$ cat src/rtl/sram_arbiter_n.sv
// ---------------------------------------------------------------------------
// sram_arbiter_n
//
// Shares one asynchronous external SRAM among NPORTS bus masters on a single
// clock. Each access walks IDLE -> SETUP -> ACCESS (WAIT_CYCLES) -> DONE, so
// one access completes every WAIT_CYCLES+3 cycles and IDLE is always visited
// between accesses. All SRAM pins come straight from flops.
//
// Build option:
//   SRAM_ARB_ROUND_ROBIN_EN  defined   -> round-robin grant, search starts at
//                                         (last grant + 1) mod NPORTS
//                            undefined -> fixed priority, lowest index wins
//
// Ports:
//   clk, rst          single clock, synchronous active-high reset
//   m_address         per-port word address   (port i: [i*ADDR_W +: ADDR_W])
//   m_wrdata          per-port write data     (port i: [i*DATA_W +: DATA_W])
//   m_byteenable      per-port byte enables   (port i: [i*BE_W +: BE_W])
//   m_rd, m_wr        per-port request; both high is a write
//   m_rddata          per-port registered read data, held until next read
//   m_ack             per-port one-cycle completion pulse
//   ram_address       SRAM address
//   ram_data_o/_i     SRAM write / read data
//   ram_data_oe       drive enable for the SRAM data pins
//   ram_ce_n/oe_n/we_n SRAM strobes, active low
//   ram_be_n          SRAM byte lanes, active low
// ---------------------------------------------------------------------------
module sram_arbiter_n #(
   parameter int  NPORTS      = 2,
   parameter int  ADDR_W      = 20,
   parameter int  DATA_W      = 32,
   parameter int  WAIT_CYCLES = 1,
   localparam int BE_W        = DATA_W / 8
) (
   input  logic                     clk,
   input  logic                     rst,
   input  logic [NPORTS*ADDR_W-1:0] m_address,
   input  logic [NPORTS*DATA_W-1:0] m_wrdata,
   input  logic [NPORTS*BE_W-1:0]   m_byteenable,
   input  logic [NPORTS-1:0]        m_rd,
   input  logic [NPORTS-1:0]        m_wr,
   output logic [NPORTS*DATA_W-1:0] m_rddata,
   output logic [NPORTS-1:0]        m_ack,
   output logic [ADDR_W-1:0]        ram_address,
   output logic [DATA_W-1:0]        ram_data_o,
   input  logic [DATA_W-1:0]        ram_data_i,
   output logic                     ram_data_oe,
   output logic                     ram_ce_n,
   output logic                     ram_oe_n,
   output logic                     ram_we_n,
   output logic [BE_W-1:0]          ram_be_n
);

   localparam int IDX_W = (NPORTS > 1) ? $clog2(NPORTS) : 1;
   localparam int CNT_W = 4;

   typedef enum logic [1:0] {ST_IDLE, ST_SETUP, ST_ACCESS, ST_DONE} state_e;

   state_e              state_q;
   logic [IDX_W-1:0]    gnt_q;
   logic                is_wr_q;
   logic [CNT_W-1:0]    wait_cnt_q;
   logic [NPORTS-1:0]   ack_q;
   logic [DATA_W-1:0]   rddata_q [NPORTS];
   logic [ADDR_W-1:0]   ram_address_q;
   logic [DATA_W-1:0]   ram_data_q;
   logic                ram_data_oe_q;
   logic                ram_ce_n_q;
   logic                ram_oe_n_q;
   logic                ram_we_n_q;
   logic [BE_W-1:0]     ram_be_n_q;

   logic [NPORTS-1:0]   req;
   logic [IDX_W-1:0]    gnt_d;
   logic [ADDR_W-1:0]   sel_addr;
   logic [DATA_W-1:0]   sel_wdata;
   logic [BE_W-1:0]     sel_be;
   logic                sel_wr;

   assign req = m_rd | m_wr;

`ifdef SRAM_ARB_ROUND_ROBIN_EN
   logic [IDX_W-1:0] last_q;

   // Rotate the search so the port after the last winner is looked at first.
   always_comb begin : rr_pick
      int                idx;
      logic [NPORTS-1:0] sh;
      logic              found;
      // NOTE: every variable gets a value before any branch, otherwise a
      // path that skips the assignment would infer a latch.
      gnt_d = '0;
      idx   = 0;
      sh    = '0;
      found = 1'b0;
      for (int k = 0; k < NPORTS; k++) begin
         idx = (int'(last_q) + 1 + k) % NPORTS;
         sh  = req >> idx;
         if (!found && sh[0]) begin
            gnt_d = IDX_W'(idx);
            found = 1'b1;
         end
      end
   end
`else
   // Walk from the top down so the lowest requesting index is the last write.
   always_comb begin : fixed_pick
      gnt_d = '0;
      for (int i = NPORTS - 1; i >= 0; i--) begin
         if (req[i]) gnt_d = IDX_W'(i);
      end
   end
`endif

   // Mux the winning port's request fields.
   always_comb begin : grant_mux
      sel_addr  = '0;
      sel_wdata = '0;
      sel_be    = '0;
      sel_wr    = 1'b0;
      for (int i = 0; i < NPORTS; i++) begin
         if (gnt_d == IDX_W'(i)) begin
            sel_addr  = m_address[i*ADDR_W +: ADDR_W];
            sel_wdata = m_wrdata[i*DATA_W +: DATA_W];
            sel_be    = m_byteenable[i*BE_W +: BE_W];
            sel_wr    = m_wr[i];
         end
      end
   end

   // NOTE: state is updated with non-blocking assignments only, so every
   // register sees the pre-edge value of every other register.
   always_ff @(posedge clk) begin
      if (rst) begin
         state_q       <= ST_IDLE;
         gnt_q         <= '0;
         is_wr_q       <= 1'b0;
         wait_cnt_q    <= '0;
         ack_q         <= '0;
         ram_address_q <= '0;
         ram_data_q    <= '0;
         ram_data_oe_q <= 1'b0;
         ram_ce_n_q    <= 1'b1;
         ram_oe_n_q    <= 1'b1;
         ram_we_n_q    <= 1'b1;
         ram_be_n_q    <= '1;
`ifdef SRAM_ARB_ROUND_ROBIN_EN
         last_q        <= IDX_W'(NPORTS - 1);
`endif
         // NOTE: the read-data holding registers are cleared too, because
         // masters may see m_rddata straight out of reset.
         for (int i = 0; i < NPORTS; i++) rddata_q[i] <= '0;
      end else begin
         ack_q <= '0;
         unique case (state_q)
            ST_IDLE: begin
               if (|req) begin
                  gnt_q         <= gnt_d;
                  is_wr_q       <= sel_wr;
                  ram_address_q <= sel_addr;
                  ram_data_q    <= sel_wdata;
                  // Reads enable every lane; writes use the master's enables.
                  ram_be_n_q    <= sel_wr ? ~sel_be : '0;
                  ram_ce_n_q    <= 1'b0;
                  ram_data_oe_q <= sel_wr;
`ifdef SRAM_ARB_ROUND_ROBIN_EN
                  last_q        <= gnt_d;
`endif
                  state_q       <= ST_SETUP;
               end
            end
            ST_SETUP: begin
               ram_oe_n_q <= is_wr_q;
               ram_we_n_q <= ~is_wr_q;
               wait_cnt_q <= CNT_W'(WAIT_CYCLES - 1);
               state_q    <= ST_ACCESS;
            end
            ST_ACCESS: begin
               if (wait_cnt_q == '0) begin
                  ram_oe_n_q <= 1'b1;
                  ram_we_n_q <= 1'b1;
                  ram_be_n_q <= '1;
                  for (int i = 0; i < NPORTS; i++) begin
                     if (gnt_q == IDX_W'(i)) begin
                        ack_q[i] <= 1'b1;
                        if (!is_wr_q) rddata_q[i] <= ram_data_i;
                     end
                  end
                  state_q <= ST_DONE;
               end else begin
                  wait_cnt_q <= wait_cnt_q - 1'b1;
               end
            end
            ST_DONE: begin
               // Chip enable and write data were held through DONE for hold time.
               ram_ce_n_q    <= 1'b1;
               ram_data_oe_q <= 1'b0;
               state_q       <= ST_IDLE;
            end
            default: state_q <= ST_IDLE;
         endcase
      end
   end

   for (genvar g = 0; g < NPORTS; g++) begin : g_rddata
      assign m_rddata[g*DATA_W +: DATA_W] = rddata_q[g];
   end

   assign m_ack       = ack_q;
   assign ram_address = ram_address_q;
   assign ram_data_o  = ram_data_q;
   assign ram_data_oe = ram_data_oe_q;
   assign ram_ce_n    = ram_ce_n_q;
   assign ram_oe_n    = ram_oe_n_q;
   assign ram_we_n    = ram_we_n_q;
   assign ram_be_n    = ram_be_n_q;

endmodule

$ cat config.mk
export PLATFORM = sky130hd
export DESIGN_NAME = sram_arbiter_n
export DESIGN_NICKNAME = d
export VERILOG_FILES = /design/src/rtl/sram_arbiter_n.sv
export SDC_FILE = /design/constraint.sdc
export NUM_CORES = 1
export LEC_CHECK = 0
export BUFFER_PORTS_ARGS = -buffer_cell sky130_fd_sc_hd__buf_2
export CAP_MARGIN = 20
export CORE_UTILIZATION = 50
export CTS_CLUSTER_DIAMETER = 200
export DETAILED_ROUTE_END_ITERATION = 12
export PLACE_DENSITY = 0.86
export SYNTH_ARGS = -nofsm -noshare
export SYNTH_HDL_FRONTEND = slang
export SYNTH_SLANG_ARGS = --single-unit
$ cat constraint.sdc
create_clock -name clk -period 8.25 [get_ports clk]
set_clock_uncertainty 0.05 [all_clocks]
set_input_delay 1.65 -clock clk [delete_from_list [all_inputs] [get_ports clk]]
set_output_delay 1.65 -clock clk [all_outputs]
set_load 0.01 [all_outputs]
==> summary.md, run 1 <==
| Metric | Value |
|---|---|
| Status | complete, no violations |
| Hold Violations, Final | 0 |
| Top Family by Delay on Critical Path | compound AO/OA/AOI/OAI gates |
| Leakage | 3.56 nW |
| PnR worst setup slack | 4950 ps |
| Max H-tree Level | 4 |
| CP startpoint kind | input port |
| Syn Inst Count | 492 |
| Die X | 109 um |
| Layout filler cell count | 801 |
| CTS tree | done |
| Grt total ovfl | 0 |
| Max stage delay on crit path | 900 ps |
| Fin crit period | 3300 ps |
| CTS sink cnt | 134 |
| Clock Tree Buf Depth | 2 |
| Clock buffer count from CTS | 17 |
| Number of I/O pins | 276 |
| DRC | 0 |
| Hold Crit Class | flip-flop to flip-flop |
| Average routed wire per standard cell | 17.1 um |
| Crit path buf inv count | 1 |
| Number of global-route vias before repair | 4642 |
| Share of cells above drive strength 1 | 0.490 |
| Top FF cell, synth | dfxtp_1 |
| Die Height | 109 um |
| Die Footprint | 0.0119 sq mm |
| Fraction of registers with async set or reset after synthesis | 0 |
| Initial antenna violation count | 1 |
| Vias per std cell | 5.36 |
| TritonRoute pass-1 iters | 4 |
| Commonest non-fill, non-tap cell in the layout | buf_2 |
| Syn_area_per_cell | 11.7 sq um |
| Vias | 4891 |
| First-pass GRT wire length | 23.1 mm |
| Detailed Route WL | 15.6 mm |
| CP max FO | 53 |
| DRT iter0 DRCs | 279 |
| Register area share after synthesis | 0.578 |
| Worst Tran Pin Value | 1060 ps |
| Setup crit end kind | flip-flop |
| Area share of the largest cell type after synthesis | 0.334 |
| Yosys top cell by area | edfxtp_1 |
| Critical Path RT | 8510 ps |
| Fmax | 0.303 GHz |
| Worst slew margin | 0.296 |
| CP Cell Sequence | buf_2 > nor2_1 > o21a_2 > a21oi_1 > a211oi_2 |
| Buffers on Ports | 275 |
| Dpl hpwl | 11.1 mm |
| Synth Cell Area | 0.00575 sq mm |
| Total Routing Usage GR | 0.258 |
| RSZ-0062 raised after global routing | false |
| Clock slew at the register clock pins of the worst setup and hold paths | 60 ps |
| Cts-stage hold buffer count | 0 |
| Post-synth EDFFs | 64 |
| Pwr/cell area | 317 mW/mm^2 |
| Slew Limit Fails | 0 |
| Final setup TNS | 0 ps |
| Critical path arrival | 3560 ps |
| Post-synth cell types | 41 |
| Max-cap violation count | 0 |
| Flops & latches, synth | 134 |
| Core ar. | 0.0110 sq mm |
| Root buf cell | clkbuf_16 |
| Maximum vdd drop | 0.000231 V |
| Area Overhead vs Synth | 33.4% |
| Layout Nets | 914 |
| CP max-delay cell | o21a_2 |
| Commonest non-fill, non-tap cells in the layout | buf_2 (274), dfxtp_1 (70), edfxtp_1 (64), nor2_1 (62), nand2_1 (61) |
| Footprint of the multi-input gates | 0.00209 sq mm |
| Remaining antenna violation count | 0 |
| DP Worst Slack | 4460 ps |
| FF/Latch Area | 0.00332 sq mm |
| Initial core utilization | 0.522 |
| Hold Worst Slack | 424 ps |
| Synth area leaders | edfxtp_1 (33%), dfxtp_1 (24%), a211oi_2 (10%), a21oi_1 (4.9%), nor2_1 (4.0%) |
| Total nets after synthesis | 648 |
| Skew-Pair Late Insertion Delay | 410 ps |
| Largest net degree at the start of global routing | 60 |
| Dpl cells | 878 |
| Crit Path Class | input port to flip-flop |
| Count of non-filler cells in the finished layout | 912 |
| Finish-stage setup viols | 0 |
| Routability cong. | 0.792 |
| Rows | 38 |
| Final Cycle Share | 0.400 |
| # Post-CTS Setup Buffers | 0 |
| Resized cells post-CTS | 0 |
| YS warnings | 0 |
-- area by class of cell --
type                    count  share of cell area
clock buffers              18              0.0559
repair buffers            282               0.190
diodes                      1            0.000326
clock inverters            14              0.0228
well taps                 140              0.0228
flip-flops and latches    134               0.433
multi-input cells         316               0.272
inverters                   7             0.00342
-- routing by layer --
metal | up-vias | track usage | routed length, um
li1 | 2277 | - | -
met1 | 2297 | 0.290 | 5740
met2 | 283 | 0.450 | 8220
met3 | 34 | 0.0747 | 1240
met4 | 0 | 0.116 | 436
met5 | - | 0 | 0
-- cells by family after synthesis --
family,after synthesis,synth area share
simple gates,174,0.140
flops,134,0.578
fa+ha+maj,6,0.0130
compound gates,130,0.191
mux,6,0.0104
buf+inv,42,0.0681
-- flip-flops by register name, indices dropped and copies added (netlist names) --
| signal | flops |
|---|---|
| m_ack | 2 |
| ram_data_oe | 1 |
| ram_be_n | 4 |
| ram_ce_n | 1 |
| wait_cnt_q | 4 |
| ram_we_n | 1 |
| rddata_q | 64 |
| is_wr_q | 1 |
| ram_address | 20 |
| ram_oe_n | 1 |
| ram_data_o | 32 |
| state_q | 2 |
| gnt_q | 1 |
-- report_power, final --
group	switching [W]	internal (W)
registers	0.0000707	0.000849
clock network	0.000289	0.000477
logic	0.000447	0.000298
-- Yosys cell counts (2+ instances only) --
library cell,instances
nor2b_1,2
a21oi_2,2
nor2_1,62
clkbuf_8,11
buf_2,3
ha_1,6
and2_1,32
edfxtp_1,64
buf_4,3
o221a_2,4
and3_1,2
a211oi_1,4
nand2b_1,6
clkbuf_1,9
o21ai_0,2
nand3_1,2
buf_12,5
a211oi_2,48
nand2_1,61
a21oi_1,56
o31ai_1,3
o21a_1,3
mux2i_1,6
inv_1,7
buf_6,3
dfxtp_1,70
a21o_1,2
-- worst paths after layout --
path,slack (ps),depth (start not counted),endpoint,from
min reg2reg,420,2,ram_oe_n,ram_oe_n
max reg2reg,5940,5,rddata_q[0][2],state_q[0]
min,420,2,ram_oe_n,ram_oe_n
max,4950,5,ram_address[11],m_wr[0]
-- per-stage QoR --
| step | cell area, sq um | total power (W) | utilization |
|---|---|---|---|
| 2_1_floorplan | 5750 | 0.00146 | - |
| 3_3_place_gp | 7030 | 0.00162 | 0.637 |
| 3_5_place_dp | 7050 | 0.00166 | 0.639 |
| 4_1_cts | 7650 | 0.00243 | 0.694 |
| 5_1_grt | 7670 | 0.00255 | 0.696 |
| 6_report | 7670 | 0.00243 | 0.696 |
-- tightest hold or removal path, cell delays in order, from the launching register on --
cell and delay (ps):
dfxtp_1 320, mux2i_1 70, nand2_1 60
Power figures use the tool's default switching activity.
==> run 2, diff against run 1 <==
CORE_UTILIZATION = 42   (was 50)
PLACE_DENSITY = 0.77   (was 0.86)
clock period = 2.7 ns   (was 8.25 ns; I/O delays follow)
==> run 2 against run 1 <==
Compared with the run above: cell count increased by 4.8%; total power increased to 3.0 times the previous value; critical path depth increased by 2; routed wire length decreased by 8.2%; combinational power increased to 3.0 times the previous value; cell area increased by 1.6%; register-to-register slack got worse by 5400 ps; worst setup slack got worse by 4400 ps; hold slack got worse by 100 ps; first-iteration DRC count increased by 20%; critical endpoint is now rddata_q[0][12]; largest power group unchanged.
==> summary.md, run 2 (synthesis gave the netlist of run 1 again) <==
| Metric | Value |
|---|---|
| Status | complete, no violations (unchanged) |
| Share of cells above drive strength 1 | 0.495 (was 0.490) |
| Detailed Route WL | 14.4 mm (was 15.6 mm) |
| Commonest non-fill, non-tap cell in the layout | buf_2 (unchanged) |
| Hold Violations, Final | 0 (unchanged) |
| Vias | 4747 (was 4891) |
| Root buf cell | clkbuf_16 (unchanged) |
| Critical Path RT | 2770 ps (was 8510 ps) |
| Average routed wire per standard cell | 15.0 um (was 17.1 um) |
| Cts-stage hold buffer count | 0 (unchanged) |
| Crit Path Class | flip-flop to flip-flop (was input port to flip-flop) |
| Number of global-route vias before repair | 4573 (was 4642) |
| Initial core utilization | 0.433 (was 0.522) |
| Max-cap violation count | 0 (unchanged) |
| First-pass GRT wire length | 22.7 mm (was 23.1 mm) |
| Clock slew at the register clock pins of the worst setup and hold paths | 60 ps (about the same) |
| Remaining antenna violation count | 0 (unchanged) |
| TritonRoute pass-1 iters | 4 (unchanged) |
| Final setup TNS | 0 ps (unchanged) |
| Largest net degree at the start of global routing | 60 (unchanged) |
| Clock buffer count from CTS | 17 (unchanged) |
| RSZ-0062 raised after global routing | false (unchanged) |
| Layout Nets | 923 (was 914) |
| Maximum vdd drop | 0.000539 V (was 0.000231 V) |
| Slew Limit Fails | 0 (unchanged) |
| Leakage | 3.61 nW (was 3.56 nW) |
| Resized cells post-CTS | 0 (unchanged) |
| CP max FO | 15 (was 53) |
| CTS sink cnt | 134 (unchanged) |
| DRC | 0 (unchanged) |
| Rows | 42 (was 38) |
| Hold Crit Class | input port to flip-flop (was flip-flop to flip-flop) |
| DRT iter0 DRCs | 335 (was 279) |
| Worst slew margin | 0.391 (was 0.296) |
| Pwr/cell area | 937 mW/mm^2 (was 317 mW/mm^2) |
| Buffers on Ports | 275 (unchanged) |
| Tot Pwr | 0.00731 W (was 0.00243 W) |
| Commonest non-fill, non-tap cells in the layout | buf_2 (274), dfxtp_1 (70), edfxtp_1 (64), nor2_1 (62), nand2_1 (61) (unchanged) |
| Critical path arrival | 2210 ps (was 3560 ps) |
| Vias per std cell | 4.97 (was 5.36) |
| Setup crit end kind | flip-flop (unchanged) |
| Grt total ovfl | 0 (unchanged) |
| Diode count | 0 (was 1) |
| Die X | 119 um (was 109 um) |
| DP Worst Slack | 188 ps (was 4460 ps) |
| CTS tree | done (unchanged) |
| Routability cong. | 0.791 (was 0.792) |
| Core ar. | 0.0133 sq mm (was 0.0110 sq mm) |
| Biggest register | rddata_q (unchanged) |
| Skew-Pair Late Insertion Delay | 410 ps (about the same) |
| Largest register FFs | 64 (unchanged) |
| Clock Tree Buf Depth | 2 (unchanged) |
| # Post-CTS Setup Buffers | 0 (unchanged) |
| Number of I/O pins | 276 (unchanged) |
| Fmax | 0.467 GHz |
| Fin crit period | 2140 ps |
| Dpl cells | 922 (was 878) |
| Max H-tree Level | 4 (unchanged) |
| PnR worst setup slack | 560 ps (was 4950 ps) |
| CP startpoint kind | flip-flop (was input port) |
| Total Routing Usage GR | 0.206 (was 0.258) |
| Worst Tran Pin Value | 913 ps (was 1060 ps) |
| Finish-stage setup viols | 0 (unchanged) |
| Final Cycle Share | 0.793 |
| Initial antenna violation count | 0 (was 1) |
| Die Footprint | 0.0142 sq mm (was 0.0119 sq mm) |
| Dpl hpwl | 10.2 mm (was 11.1 mm) |
| Count of non-filler cells in the finished layout | 956 (was 912) |
| Die Height | 119 um (was 109 um) |
| Area Overhead vs Synth | 35.5% (was 33.4%) |
==> run 2: cell types whose count changed in the layout (fill, tap and decap cells not counted), moves of 2 or more <==
cell	delta
buf_4	+7
clkinv_4	+3
clkinvlp_4	-3
inv_6	-3
inv_8	+2
==> run 2: worst paths after layout <==
| path | from | to | slack [ps] | cells past startpoint |
|---|---|---|---|---|
| max | wait_cnt_q[0] | rddata_q[0][12] | 560 | 7 |
| min | m_wrdata[25] | ram_data_o[25] | 320 | 3 |
| max reg2reg | wait_cnt_q[0] | rddata_q[0][12] | 560 | 7 |
| min reg2reg | ram_oe_n | ram_oe_n | 430 | 2 |
==> run 2: cell type report <==
class / count / area, sq um
fillers: 1161 / 5500
flip-flops and latches: 134 / 3320
multi-input cells: 316 / 2090
repair buffers: 291 / 1550
clock buffers: 18 / 429
well taps: 176 / 220
clock inverters: 14 / 154
inverters: 7 / 26.3
==> run 2: critical path: stages, from the launching register on <==
cell and delay (ps):
dfxtp_1 350, inv_1 70, ha_1 180, nor3b_2 220
nand2_1 130, o31ai_4 440, buf_8 230, buf_4 180
==> run 2: routing by layer <==
layer	wire length [um]	share of wire	GRT usage
met5	0	0	0
met4	290	0.020	0.0839
met3	909	0.063	0.0479
met2	6880	0.48	0.338
met1	6280	0.44	0.260
==> run 2: power by group <==
part	leakage (nW)	switching [W]	internal [W]
Clock	0.274	0.000880	0.00137
Combinational	2.09	0.00133	0.000933
Sequential	1.25	0.000198	0.00259
Total	3.61	0.00241	0.00489
==> run 2: through the flow <==
step / util / hold WS, ps / instance area [sq um]
3_5_place_dp: 0.539 / 418 / 7170
2_1_floorplan: - / 419 / 5760
6_report: 0.586 / 323 / 7800
4_1_cts: 0.583 / 309 / 7750
5_1_grt: 0.586 / 321 / 7800
3_3_place_gp: 0.539 / 408 / 7170
